## src/rtl/apc_pkg.sv

```systemverilog
// Shared definitions for the approximate parallel counter family:
// count-mode constants, the window state encoding and width helpers.
package apc_pkg;

  localparam int APC_EXACT  = 0;
  localparam int APC_APPROX = 1;

  typedef enum logic [1:0] {
    IDLE,
    ACCUM,
    FLUSH,
    DONE
  } apc_state_t;

  // Per-beat count width: enough to hold N_IN itself.
  function automatic int apc_cnt_width(input int n_in);
    return $clog2(n_in) + 1;
  endfunction

  // Window total width: holds N_IN*WIN_LEN, with a spare bit for the bipolar form.
  function automatic int apc_acc_width(input int n_in, input int win_len);
    return apc_cnt_width(n_in) + $clog2(win_len) + 1;
  endfunction

endpackage

```

## src/rtl/apc_popcount.sv

```systemverilog
// Combinational per-beat counter. MODE selects an exact popcount or the
// approximate pair count (OR on even pairs, AND on odd pairs, doubled).
module apc_popcount
  import apc_pkg::*;
#(
  parameter int N_IN  = 32,
  parameter int MODE  = APC_APPROX,
  parameter int CNT_W = apc_cnt_width(N_IN)
) (
  input  logic [N_IN-1:0]  data,
  output logic [CNT_W-1:0] count
);

  logic [CNT_W-1:0] pair_sum;

  // Sum either every bit or one approximate vote per bit pair.
  always_comb begin
    pair_sum = '0;
    count    = '0;
    if (MODE == APC_EXACT) begin
      for (int i = 0; i < N_IN; i++) begin
        count = count + CNT_W'(data[i]);
      end
    end else begin
      for (int p = 0; p < N_IN / 2; p++) begin
        if ((p % 2) == 0) begin
          pair_sum = pair_sum + CNT_W'(data[2*p+1] | data[2*p]);
        end else begin
          pair_sum = pair_sum + CNT_W'(data[2*p+1] & data[2*p]);
        end
      end
      count = {pair_sum[CNT_W-2:0], 1'b0};
    end
  end

endmodule

```

## src/rtl/apc_accum.sv

```systemverilog
// Windowed accumulator around apc_popcount: counts each accepted beat,
// sums WIN_LEN beats and offers the total on a valid/ready output.
// Optional build macro APC_BIPOLAR_EN turns out_sum into the signed
// bipolar value 2*total - N_IN*WIN_LEN.
module apc_accum
  import apc_pkg::*;
#(
  parameter int N_IN    = 32,
  parameter int WIN_LEN = 256,
  parameter int MODE    = APC_APPROX,
  parameter int CNT_W   = apc_cnt_width(N_IN),
  parameter int ACC_W   = apc_acc_width(N_IN, WIN_LEN)
) (
  input  logic             clk,
  input  logic             rst_n,
  input  logic             start,
  input  logic             clear,
  input  logic             cont,
  input  logic             in_valid,
  output logic             in_ready,
  input  logic [N_IN-1:0]  in_bits,
  output logic             out_valid,
  input  logic             out_ready,
  output logic [ACC_W-1:0] out_sum,
  output logic             busy
);

  localparam int BEAT_W = $clog2(WIN_LEN + 1);
  localparam logic [BEAT_W-1:0] LAST_BEAT = BEAT_W'(WIN_LEN - 1);

  apc_state_t       state_q, state_d;
  logic [CNT_W-1:0] cnt_d, cnt_q;
  logic             vld_q;
  logic [ACC_W-1:0] acc_q;
  logic [BEAT_W-1:0] beat_q;
  logic             out_valid_q;
  logic [ACC_W-1:0] out_sum_q;
  logic             ready, accept, win_start, finish, handshake;
  logic [ACC_W-1:0] total, result;

  apc_popcount #(
    .N_IN  (N_IN),
    .MODE  (MODE),
    .CNT_W (CNT_W)
  ) u_popcount (
    .data  (in_bits),
    .count (cnt_d)
  );

  assign total = acc_q + ACC_W'(cnt_q);

`ifdef APC_BIPOLAR_EN
  localparam logic [ACC_W-1:0] FULL_SCALE = ACC_W'(N_IN * WIN_LEN);
  assign result = {total[ACC_W-2:0], 1'b0} - FULL_SCALE;
`else
  assign result = total;
`endif

  // State register.
  always_ff @(posedge clk or negedge rst_n) begin
    if (!rst_n) state_q <= IDLE;
    else        state_q <= state_d;
  end

  // Next state and per-cycle control strobes; clear overrides everything.
  always_comb begin
    state_d   = state_q;
    ready     = 1'b0;
    accept    = 1'b0;
    win_start = 1'b0;
    finish    = 1'b0;
    handshake = 1'b0;
    if (clear) begin
      state_d = IDLE;
    end else begin
      case (state_q)
        IDLE: begin
          if (start) begin
            state_d   = ACCUM;
            win_start = 1'b1;
          end
        end
        ACCUM: begin
          ready  = 1'b1;
          accept = in_valid;
          if (in_valid && (beat_q == LAST_BEAT)) state_d = FLUSH;
        end
        FLUSH: begin
          finish  = 1'b1;
          state_d = DONE;
        end
        DONE: begin
          if (out_ready) begin
            handshake = 1'b1;
            if (cont) begin
              state_d   = ACCUM;
              win_start = 1'b1;
            end else begin
              state_d = IDLE;
            end
          end
        end
        default: state_d = IDLE;
      endcase
    end
  end

  // Count pipeline, accumulator, beat counter and the held result.
  always_ff @(posedge clk or negedge rst_n) begin
    if (!rst_n) begin
      cnt_q       <= '0;
      vld_q       <= 1'b0;
      acc_q       <= '0;
      beat_q      <= '0;
      out_valid_q <= 1'b0;
      out_sum_q   <= '0;
    end else if (clear) begin
      vld_q       <= 1'b0;
      acc_q       <= '0;
      beat_q      <= '0;
      out_valid_q <= 1'b0;
    end else begin
      vld_q <= accept;
      if (accept) begin
        cnt_q  <= cnt_d;
        beat_q <= (beat_q == LAST_BEAT) ? '0 : beat_q + 1'b1;
      end
      if (win_start) begin
        acc_q  <= '0;
        beat_q <= '0;
        vld_q  <= 1'b0;
      end else if (vld_q) begin
        acc_q <= total;
      end
      if (finish) begin
        out_sum_q   <= result;
        out_valid_q <= 1'b1;
      end
      if (handshake) out_valid_q <= 1'b0;
    end
  end

  assign in_ready  = ready;
  assign out_valid = out_valid_q;
  assign out_sum   = out_sum_q;
  assign busy      = (state_q != IDLE);

endmodule
```

## config.mk

```make
export PLATFORM = sky130hd
export DESIGN_NAME = apc_accum
export DESIGN_NICKNAME = d
export VERILOG_FILES = /design/src/rtl/apc_pkg.sv /design/src/rtl/apc_popcount.sv /design/src/rtl/apc_accum.sv
export SDC_FILE = /design/constraint.sdc
export NUM_CORES = 1
export LEC_CHECK = 0
export BUFFER_PORTS_ARGS = -buffer_cell sky130_fd_sc_hd__buf_2
export CAP_MARGIN = 5
export CORE_UTILIZATION = 45
export CTS_CLUSTER_DIAMETER = 40
export DETAILED_ROUTE_END_ITERATION = 7
export PLACE_DENSITY = 0.67
export SLEW_MARGIN = 20
export SYNTH_ARGS = -nofsm -noshare
export SYNTH_HDL_FRONTEND = slang
export SYNTH_SLANG_ARGS = --single-unit
```

## constraint.sdc

```tcl
create_clock -name clk -period 2.7 [get_ports clk]
set_input_delay 0.135 -clock clk [delete_from_list [all_inputs] [get_ports clk]]
set_output_delay 0.135 -clock clk [all_outputs]
set_load 0.02 [all_outputs]
```

* After elaboration in Yosys (flattened, before gate mapping)
Cells that the tools add are included.
Widths: inputs -> output; s select.
** Cells by class
- Add/sub/neg operators :: 17
- Equal/unequal tests :: 7
- Bitwise logic cells :: 17
- Muxes and demuxes :: 32
- Reduce and logical (&&, ||, !) cells :: 9
** Operator list (count)
- $add 5x5->5 :: 15
- $mux 15 :: 3
- $mux 9 :: 4
- $mux 1 :: 19
- $add 15x6->15 :: 1
- $add 9x1->9 const B :: 1
- $eq 9x8->1 const B :: 1
- $ne 3x3->1 const B :: 3
- $reduce_bool 3->1 :: 3
- $and 1x1->1 :: 8
- $mux 2 :: 4
- $or 1x1->1 :: 8
- $pmux 2 s4 :: 1
- $eq 2x2->1 const B :: 2
- $reduce_and 2->1 :: 2
- $reduce_and 3->1 :: 1
- $eq 2x1->1 const B :: 1
- $logic_not 2->1 :: 1
- $pmux 1 s2 :: 1
- $reduce_bool 2->1 :: 1
- $logic_and 1x1->1 :: 1
- $not 1->1 :: 1
** Storage, ports and cells
- Word-level logic and storage cells :: 89
- Bits of input ports :: 39
- Output and inout port bits :: 18
- Register bits after elaboration :: 48

* Depth between registers and ports, before layout
Gate-level depths: netlist of the first run.
- Depth in word-level cells :: 16
- Mapped depth :: 15
- Mapped depth without buffers :: 15

* By module
From an unflattened synthesis of the first run, not the netlist that was laid out.
** Unflattened totals
- Cell total of the unflattened synthesis :: 307
- Area, all modules :: 3036.7 um^2
** Modules (own cells, without submodules)
- apc_accum :: cells an instance 254, seq. area each 1226.2 um^2, area each 2583.7 um^2, instances 1
- apc_popcount :: cells an instance 53, seq. area each 0.0 um^2, area each 452.9 um^2, instances 1

* Least setup slack after synthesis of the first run
OpenSTA, ideal clock, no wires.
- Path kind :: input to register
- From :: in in_bits[0]
- To :: reg cnt_q[2]
- Data required time :: 2.616 ns
- Path buffers :: 0
- Setup slack :: -1.221 ns
- Arrival :: 3.837 ns
- Cell stages on the path :: 12
- Setup time :: 0.084 ns
- Path through :: or2_2 ha_1 inv_1 fa_1 fa_1 fa_1 fa_1 inv_1 fa_1 inv_1 fa_1 o21ai_0
** On the way
- Longest elaborated chain between the ends :: 16
** RTL lines
- start: declaration :: line apc_accum.sv:21 : input logic [N_IN-1:0] in_bits,
- $or 1x1->1 :: line apc_popcount.sv:27 : pair_sum = pair_sum + CNT_W'(data[2*p+1] | data[2*p]);
- $add 5x5->5 :: line apc_popcount.sv:29 : pair_sum = pair_sum + CNT_W'(data[2*p+1] & data[2*p]);
- $add 5x5->5 :: line apc_popcount.sv:27
- $add 5x5->5 :: line apc_popcount.sv:29
- $add 5x5->5 :: line apc_popcount.sv:27
- $add 5x5->5 :: line apc_popcount.sv:29
- $add 5x5->5 :: line apc_popcount.sv:27
- $add 5x5->5 :: line apc_popcount.sv:29
- $add 5x5->5 :: line apc_popcount.sv:27
- $add 5x5->5 :: line apc_popcount.sv:29
- $add 5x5->5 :: line apc_popcount.sv:27
- $add 5x5->5 :: line apc_popcount.sv:29
- $add 5x5->5 :: line apc_popcount.sv:27
- $add 5x5->5 :: line apc_popcount.sv:29
- $add 5x5->5 :: line apc_popcount.sv:27
- $add 5x5->5 :: line apc_popcount.sv:29
- end signal: assignment :: line apc_accum.sv:125 : cnt_q <= cnt_d;
- end: declaration :: line apc_accum.sv:32 : logic [CNT_W-1:0] cnt_d, cnt_q;
Every way passes these cells.
A chain may end at the register's enable or synchronous reset.

* Worst setup path after layout of the first run
Ends and elaborated chain as after synthesis.

==> reports/qor.csv, run 1 <==
stage;metric;value;unit
outcome;status;complete, but fails checks;
outcome;violations;negative setup slack;
critical_path;crit_buf_inv;4;
timing;relSlewSlack;0.5297;
pwr;p_leak;0.001622;uW
die;core_area;0.005991;mm^2
timing;final.min_clock_period;3.464;ns
die;start_util;0.4722;
timing;finClkSkew;0.008013;ns
min_path;hold_class;in -> reg;
min_path;whs_path_depth;2;
logic_synthesis;ys.flop_type;dfrtp_1;
critical_path;reg2reg_from;cnt_q[1]$_DFFE_PN0P_;
logic_synthesis;synth_top_family_by_area;simple AND/OR/NAND/NOR gates;
die;io_pins;57;
final_layout;n_fill_cell;538;
timing;worst_pin_slew;0.7054;ns
clocking;path_clk_slew;0.09;ns
logic_synthesis;synthMuxAreaShare;0.02167;
clocking;clockBufferDepth;2;
critical_path;crit_path_frequent_cell;fa_1;
critical_path;end_kind;flop;
job;cap_violations;0;
clocking;cts_tree;built;
place;gp_congestion;0.7951;
critical_path;critPathArrivalTime;3.69;ns
clocking;cts_made_buffers;5;
logic_synthesis;yosys.area.top_type;dfrtp_1;
logic_synthesis;synthTopCellsByArea;dfrtp_1 (41%), fa_1 (7.8%), ha_1 (7.1%), xor2_1 (6.5%), nand2_1 (4.9%);
place;dp_hpwl;4144;um
detailed_routing;drtPass1Iterations;4;
timing;max_freq;0.2887;GHz
logic_synthesis;synth_edf_count;0;
die;chipHeight;81.29;um
logic_synthesis;yosysWarnings;0;
critical_path;ff2ff_setup_slack;0.54;ns
logic_synthesis;synth-simple-area-share;0.1862;
detailed_routing;drt-total-wl;5255;um
clocking;cts_root_buf;clkbuf_8;
timing;layout_setup_ws;-0.7636;ns
global_routing;overflow;0;
critical_path;critPathSlowestCell;fa_1;
pwr;power_density;689.1;mW/mm^2
critical_path;reg2reg_to;out_sum[11]$_DFFE_PN0P_;
final_layout;post-route-cell-area;0.003333;mm^2
critical_path;required;2.93;ns
logic_synthesis;ys_ff_latch;46;
critical_path;criticalPathCategory;in -> reg;
global_routing;antenna_found_initial;0;
die;dieArea;0.006607;mm^2
final_layout;drive_gt1_frac;0.2486;
global_routing;grt_pass1_wl;9273;um
logic_synthesis;synth.top_cell.area_share;0.4069;
global_routing;grt_usage;0.1808;
timing;rsz0062_at_grt;yes;
pwr;ir_drop;387.9;uV
timing;fin_crit_sh;1.283;
logic_synthesis;synth_cells;292;
critical_path;crit_chain;buf_6 > or2_4 > ha_4 > inv_2 > fa_1 > fa_1 > fa_1 > fa_1 > inv_2 > fa_2 > inv_2 > fa_2 > o21ai_1;
global_routing;grt_max_degree;47;
timing;setup_viol;5;
global_routing;grt_pass1_vias;2150;
final_layout;mostFrequentLayoutCell;buf_2;
detailed_routing;wl_per_cell;12.36;um
clocking;h-tree-depth;2;
final_layout;final_cell_mix;buf_2 (53), dfrtp_1 (46), nand2_1 (37);
detailed_routing;vias;2167;
logic_synthesis;synthAdderAreaFrac;0.1486;
logic_synthesis;synth.yosys.seq_area_share;0.4069;
critical_path;reg2regPathDepth;7;
critical_path;crit_path_max_fanout;2;
min_path;hold_start;out_ready;
detailed_routing;vias_per_cell;5.099;
detailed_routing;drc_errors;0;
min_path;hold-path-endpoint;out_valid$_DFFE_PN0P_;
clocking;cts_sinks;46;
die;num_rows;28;
logic_synthesis;synth_area;0.002829;mm^2
place;dpl_cell_area;0.003199;mm^2
logic_synthesis;syn-num-nets;358;
die;die_w;81.29;um
timing;drv_slew;0;
timing;hold_viol;0;
logic_synthesis;synth_compound_area_frac;0.1291;
logic_synthesis;synth.distinct_cells;47;
place;io_buffer_count;55;
detailed_routing;drtAntennaViolNets;0;
critical_path;slowest_delay;0.53;ns
logic_synthesis;avgSynthCellArea;9.688;um^2
critical_path;startpoint_type;input port;
final_layout;num_antenna_cells;0;
final_layout;final_nets;415;
final_layout;syn_to_final_growth;17.82;%
final_layout;fin_util;0.5564;
logic_synthesis;synth_xor_area_frac;0.07121;
detailed_routing;dr.first_iter.drc_count;73;
critical_path;cpLargestDelayFamily;adder cells;
clocking;clk_latency;0.30;ns
clocking;cts_setup_buffers;0;
logic_synthesis;async_flop_share;1.000;
Yosys cell counts (all sizes together), types with 2 or more instances:
library cell / count
and3: 5
o21ai: 21
a2111oi: 2
xor2: 21
o21bai: 3
nand2: 37
mux2i: 5
nor2b: 3
nor2: 34
fa: 11
ha: 16
a211oi: 6
nor3: 3
nand3: 7
o31ai: 3
a21o: 3
nand2b: 2
xnor2: 2
nor3b: 2
a21oi: 6
dfrtp: 46
nand4: 6
buf: 3
clkbuf: 5
inv: 17
and2: 4
or2: 5
metal layers:
layer	up-vias	part of all wire	global-route usage
li1	1103	-	-
met1	1000	0.48	0.2253
met2	62	0.48	0.3175
met3	2	0.038	0.02360
met4	0	0.0076	0.06429
met5	-	0	0
power by group:
| group | leakage, uW | switching [uW] | internal [uW] |
|---|---|---|---|
| sequential | 0.000629 | 73.5 | 784 |
| clock | 0.0000585 | 236 | 278 |
| combinational | 0.000934 | 540 | 387 |
final cells by class:
| class | instances | area, um^2 | area share |
|---|---|---|---|
| clock inverter | 3 | 43.79 | 0.01314 |
| tap | 75 | 93.84 | 0.02815 |
| clock buffer | 5 | 68.82 | 0.02065 |
| timing repair buffer | 58 | 309.0 | 0.09272 |
| sequential | 46 | 1151 | 0.3453 |
| multi-input combinational | 221 | 1603 | 0.4809 |
| inverter | 17 | 63.81 | 0.01914 |
logic make-up after synthesis:
group / Yosys count
other: 1
multiplexers: 6
AND/OR/NAND/NOR: 112
flip-flops: 46
buffers and inverters: 25
XOR/XNOR: 23
adder cells (fa/ha/maj): 27
AO/OA/AOI/OAI: 52
sequential cells by signal, indices dropped and copies added, names as in the netlist:
name       count
acc_q         14
out_sum       14
beat_q         9
cnt_q          5
state_q        2
out_valid      1
vld_q          1
worst max-delay path by stage:
stage | start | end | cells after the start
after floorplan | in_bits[0] | cnt_q[2]$_DFFE_PN0P_ | 12
after global placement | in_bits[0] | cnt_q[5]$_DFFE_PN0P_ | 15
after detailed placement | in_bits[0] | cnt_q[5]$_DFFE_PN0P_ | 15
after CTS | in_bits[0] | cnt_q[5]$_DFFE_PN0P_ | 15
after global routing | in_bits[0] | cnt_q[2]$_DFFE_PN0P_ | 13
final | in_bits[0] | cnt_q[2]$_DFFE_PN0P_ | 13
timing repair:
action / CTS / global route
gates resized for setup: 2 / 4
hold endpoints to repair: 0 / 46
hold buffers: 0 / 1
pin swaps: 2 / 3
setup endpoints to repair: 5 / 5
stage by stage:
step | instances | setup TNS [ns] | hold WS [ns] | worst slack (ns) | total power (uW)
3_5_place_dp | 416 | -5.071 | 0.3589 | -1.098 | 1800
5_1_grt | 425 | -3.914 | 0.04980 | -0.8566 | 2477
6_report | 425 | -3.422 | 0.06064 | -0.7636 | 2297
3_3_place_gp | 416 | -4.767 | 0.3641 | -1.012 | 1759
2_1_floorplan | 292 | -3.960 | -0.1606 | -0.8463 | 1527
4_1_cts | 424 | -3.410 | 0.03263 | -0.7379 | 2319
Note: power is estimated with default switching activity, not from simulation.
==> run 2, diff against run 1 <==
==> constraint.sdc (replaced) <==
create_clock -name clk -period 3.6 [get_ports clk]
set_input_delay 0.18 -clock clk [delete_from_list [all_inputs] [get_ports clk]]
set_output_delay 0.18 -clock clk [all_outputs]
set_load 0.02 [all_outputs]
==> reports/qor.csv, run 2 (same netlist as run 1, synthesis figures left out) <==
stage;metric;value;unit;change
timing;setup_viol;0;;was 5
timing;final.min_clock_period;3.504;ns;
timing;drv_slew;0;;unchanged
clocking;cts_sinks;46;;unchanged
global_routing;overflow;0;;unchanged
min_path;whs_path_depth;2;;unchanged
die;start_util;0.4722;;unchanged
final_layout;post-route-cell-area;0.003331;mm^2;was 0.003333 mm^2
critical_path;end_kind;flop;;unchanged
job;cap_violations;0;;unchanged
die;core_area;0.005991;mm^2;unchanged
detailed_routing;dr.first_iter.drc_count;128;;was 73
critical_path;slowest_delay;0.51;ns;was 0.53 ns
critical_path;criticalPathCategory;in -> reg;;unchanged
clocking;clk_latency;0.29;ns;was 0.30 ns
die;dieArea;0.006607;mm^2;unchanged
global_routing;grt_max_degree;47;;unchanged
outcome;status;finished, final reports clean;;was complete, but fails checks
timing;relSlewSlack;0.4943;;was 0.5297
detailed_routing;drt-total-wl;5188;um;was 5255 um
clocking;cts_made_buffers;5;;unchanged
critical_path;startpoint_type;input port;;unchanged
clocking;cts_tree;built;;unchanged
critical_path;critPathArrivalTime;3.72;ns;was 3.69 ns
timing;finalSetupTns;0;ns;was -3.422 ns
detailed_routing;wl_per_cell;12.21;um;was 12.36 um
clocking;cts_setup_buffers;0;;unchanged
die;io_pins;57;;unchanged
clocking;clockBufferDepth;2;;unchanged
timing;hold_viol;0;;unchanged
min_path;hold_class;in -> reg;;unchanged
detailed_routing;vias;2194;;was 2,167
global_routing;grt_pass1_vias;2075;;was 2,150
final_layout;final_nets;415;;unchanged
final_layout;num_antenna_cells;0;;unchanged
detailed_routing;drc_errors;0;;unchanged
pwr;ir_drop;298.7;uV;was 387.9 uV
place;dpl_cell_area;0.003199;mm^2;unchanged
timing;max_freq;0.2854;GHz;
timing;fin_crit_sh;0.9732;;
global_routing;grt_usage;0.1768;;was 0.1808
place;dp_hpwl;3938;um;was 4144 um
pwr;power_density;514.4;mW/mm^2;was 689.1 mW/mm^2
die;chipHeight;81.29;um;unchanged
critical_path;critPathSlowestCell;fa_1;;unchanged
critical_path;reg2regPathDepth;7;;unchanged
critical_path;crit_path_max_fanout;2;;unchanged
final_layout;mostFrequentLayoutCell;buf_2;;unchanged
final_layout;final_cell_mix;buf_2 (53), dfrtp_1 (46), nand2_1 (37);;unchanged
timing;finClkSkew;0.005784;ns;was 0.008013 ns
pwr;p_leak;0.001619;uW;was 0.001622 uW
final_layout;syn_to_final_growth;17.74;%;was 17.82%
die;die_w;81.29;um;unchanged
clocking;cts_root_buf;clkbuf_8;;unchanged
detailed_routing;drtPass1Iterations;4;;unchanged
global_routing;grt_pass1_wl;9087;um;was 9273 um
min_path;hold-path-endpoint;out_valid$_DFFE_PN0P_;;unchanged
timing;worst_pin_slew;0.7586;ns;was 0.7054 ns
place;gp_congestion;0.7832;;was 0.7951
min_path;hold_start;out_ready;;unchanged
timing;whs;0.09588;ns;was 0.06064 ns
global_routing;antenna_found_initial;0;;unchanged
timing;rsz0062_at_grt;yes;;unchanged
pwr;power;1713;uW;was 2297 uW
critical_path;reg2reg_from;cnt_q[1]$_DFFE_PN0P_;;unchanged
critical_path;ff2ff_setup_slack;1.43;ns;was 0.54 ns
die;num_rows;28;;unchanged
critical_path;required;3.82;ns;was 2.93 ns
clocking;path_clk_slew;0.08;ns;was 0.09 ns
final_layout;drive_gt1_frac;0.2429;;was 0.2486
critical_path;reg2reg_to;out_sum[11]$_DFFE_PN0P_;;unchanged
place;io_buffer_count;55;;unchanged
detailed_routing;vias_per_cell;5.162;;was 5.099
critical_path;crit_path_frequent_cell;fa_1;;unchanged
detailed_routing;drtAntennaViolNets;0;;unchanged
clocking;h-tree-depth;2;;unchanged
critical_path;crit_chain;buf_6 > or2_4 > ha_4 > inv_2 > fa_1 > fa_1 > fa_1 > fa_1 > inv_1 > fa_2 > inv_2 > fa_2 > o21ai_2;;was buf_6 > or2_4 > ha_4 > inv_2 > fa_1 > fa_1 > fa_1 > fa_1 > inv_2 > fa_2 > inv_2 > fa_2 > o21ai_1
[run 2: cell types whose count changed in the layout (fill, tap and decap cells not counted)]
cell      before  now
o21ai_1        5    1
inv_1         14   15
inv_2          3    2
o21ai_0       15   18
clkbuf_1       0    2
inv_6          1    0
clkinv_2       1    0
o21ai_2        1    2
[run 2: area by class of cell]
type	instances	area, um^2
fill	546	2660
inverter	17	63.81
sequential	46	1151
timing repair buffer	58	309.0
clock buffer	7	76.32
clock inverter	1	30.03
multi-input combinational	221	1607
tap	75	93.84
[run 2: per-stage QoR]
step	std cells	setup slack (ns)	utilization
after floorplan	292	0.007622	-
after CTS	424	0.08439	0.5518
after global routing	425	-0.01832	0.5560
final	425	0.09643	0.5560
after global placement	416	-0.1601	0.5340
after detailed placement	416	-0.2324	0.5340
[run 2: how the worst max path moves through the flow]
stage | from | to | slack (ns) | cells past startpoint
2_1_floorplan | in_bits[0] | cnt_q[2]$_DFFE_PN0P_ | 0.008 | 12
3_3_place_gp | in_bits[0] | cnt_q[5]$_DFFE_PN0P_ | -0.16 | 15
3_5_place_dp | in_bits[0] | cnt_q[5]$_DFFE_PN0P_ | -0.23 | 15
4_1_cts | in_bits[0] | cnt_q[5]$_DFFE_PN0P_ | 0.08 | 15
5_1_grt | in_bits[0] | cnt_q[2]$_DFFE_PN0P_ | -0.02 | 13
6_report | in_bits[0] | cnt_q[2]$_DFFE_PN0P_ | 0.1 | 13
[run 2: repair_timing]
action	4_1_cts	5_1_grt
hold buffers	0	1
resized for setup	0	5
setup endpoints to repair	0	2
endpoints found under the hold margin	0	46
[run 2: report_power, final]
| group | leakage, uW | switching (uW) | internal (uW) | total [uW] |
|---|---|---|---|---|
| Sequential | 0.000629 | 56.7 | 588 | 645 |
| Clock | 0.0000524 | 168 | 208 | 376 |
| Combinational | 0.000938 | 402 | 291 | 693 |
| Total | 0.00162 | 626 | 1090 | 1710 |
[run 2: layer usage]
metal | wire length (um) | global-route usage
met5 | 0 | 0
met3 | 163 | 0.03034
met4 | 53 | 0.05357
met1 | 2527 | 0.2173
met2 | 2444 | 0.3125
[run 2: critical path, delay by kind of cell]
family          cells  cell delay, ns
compound gates      1            0.11
simple gates        1            0.24
fa+ha+maj           7            2.96
buf+inv             4            0.24
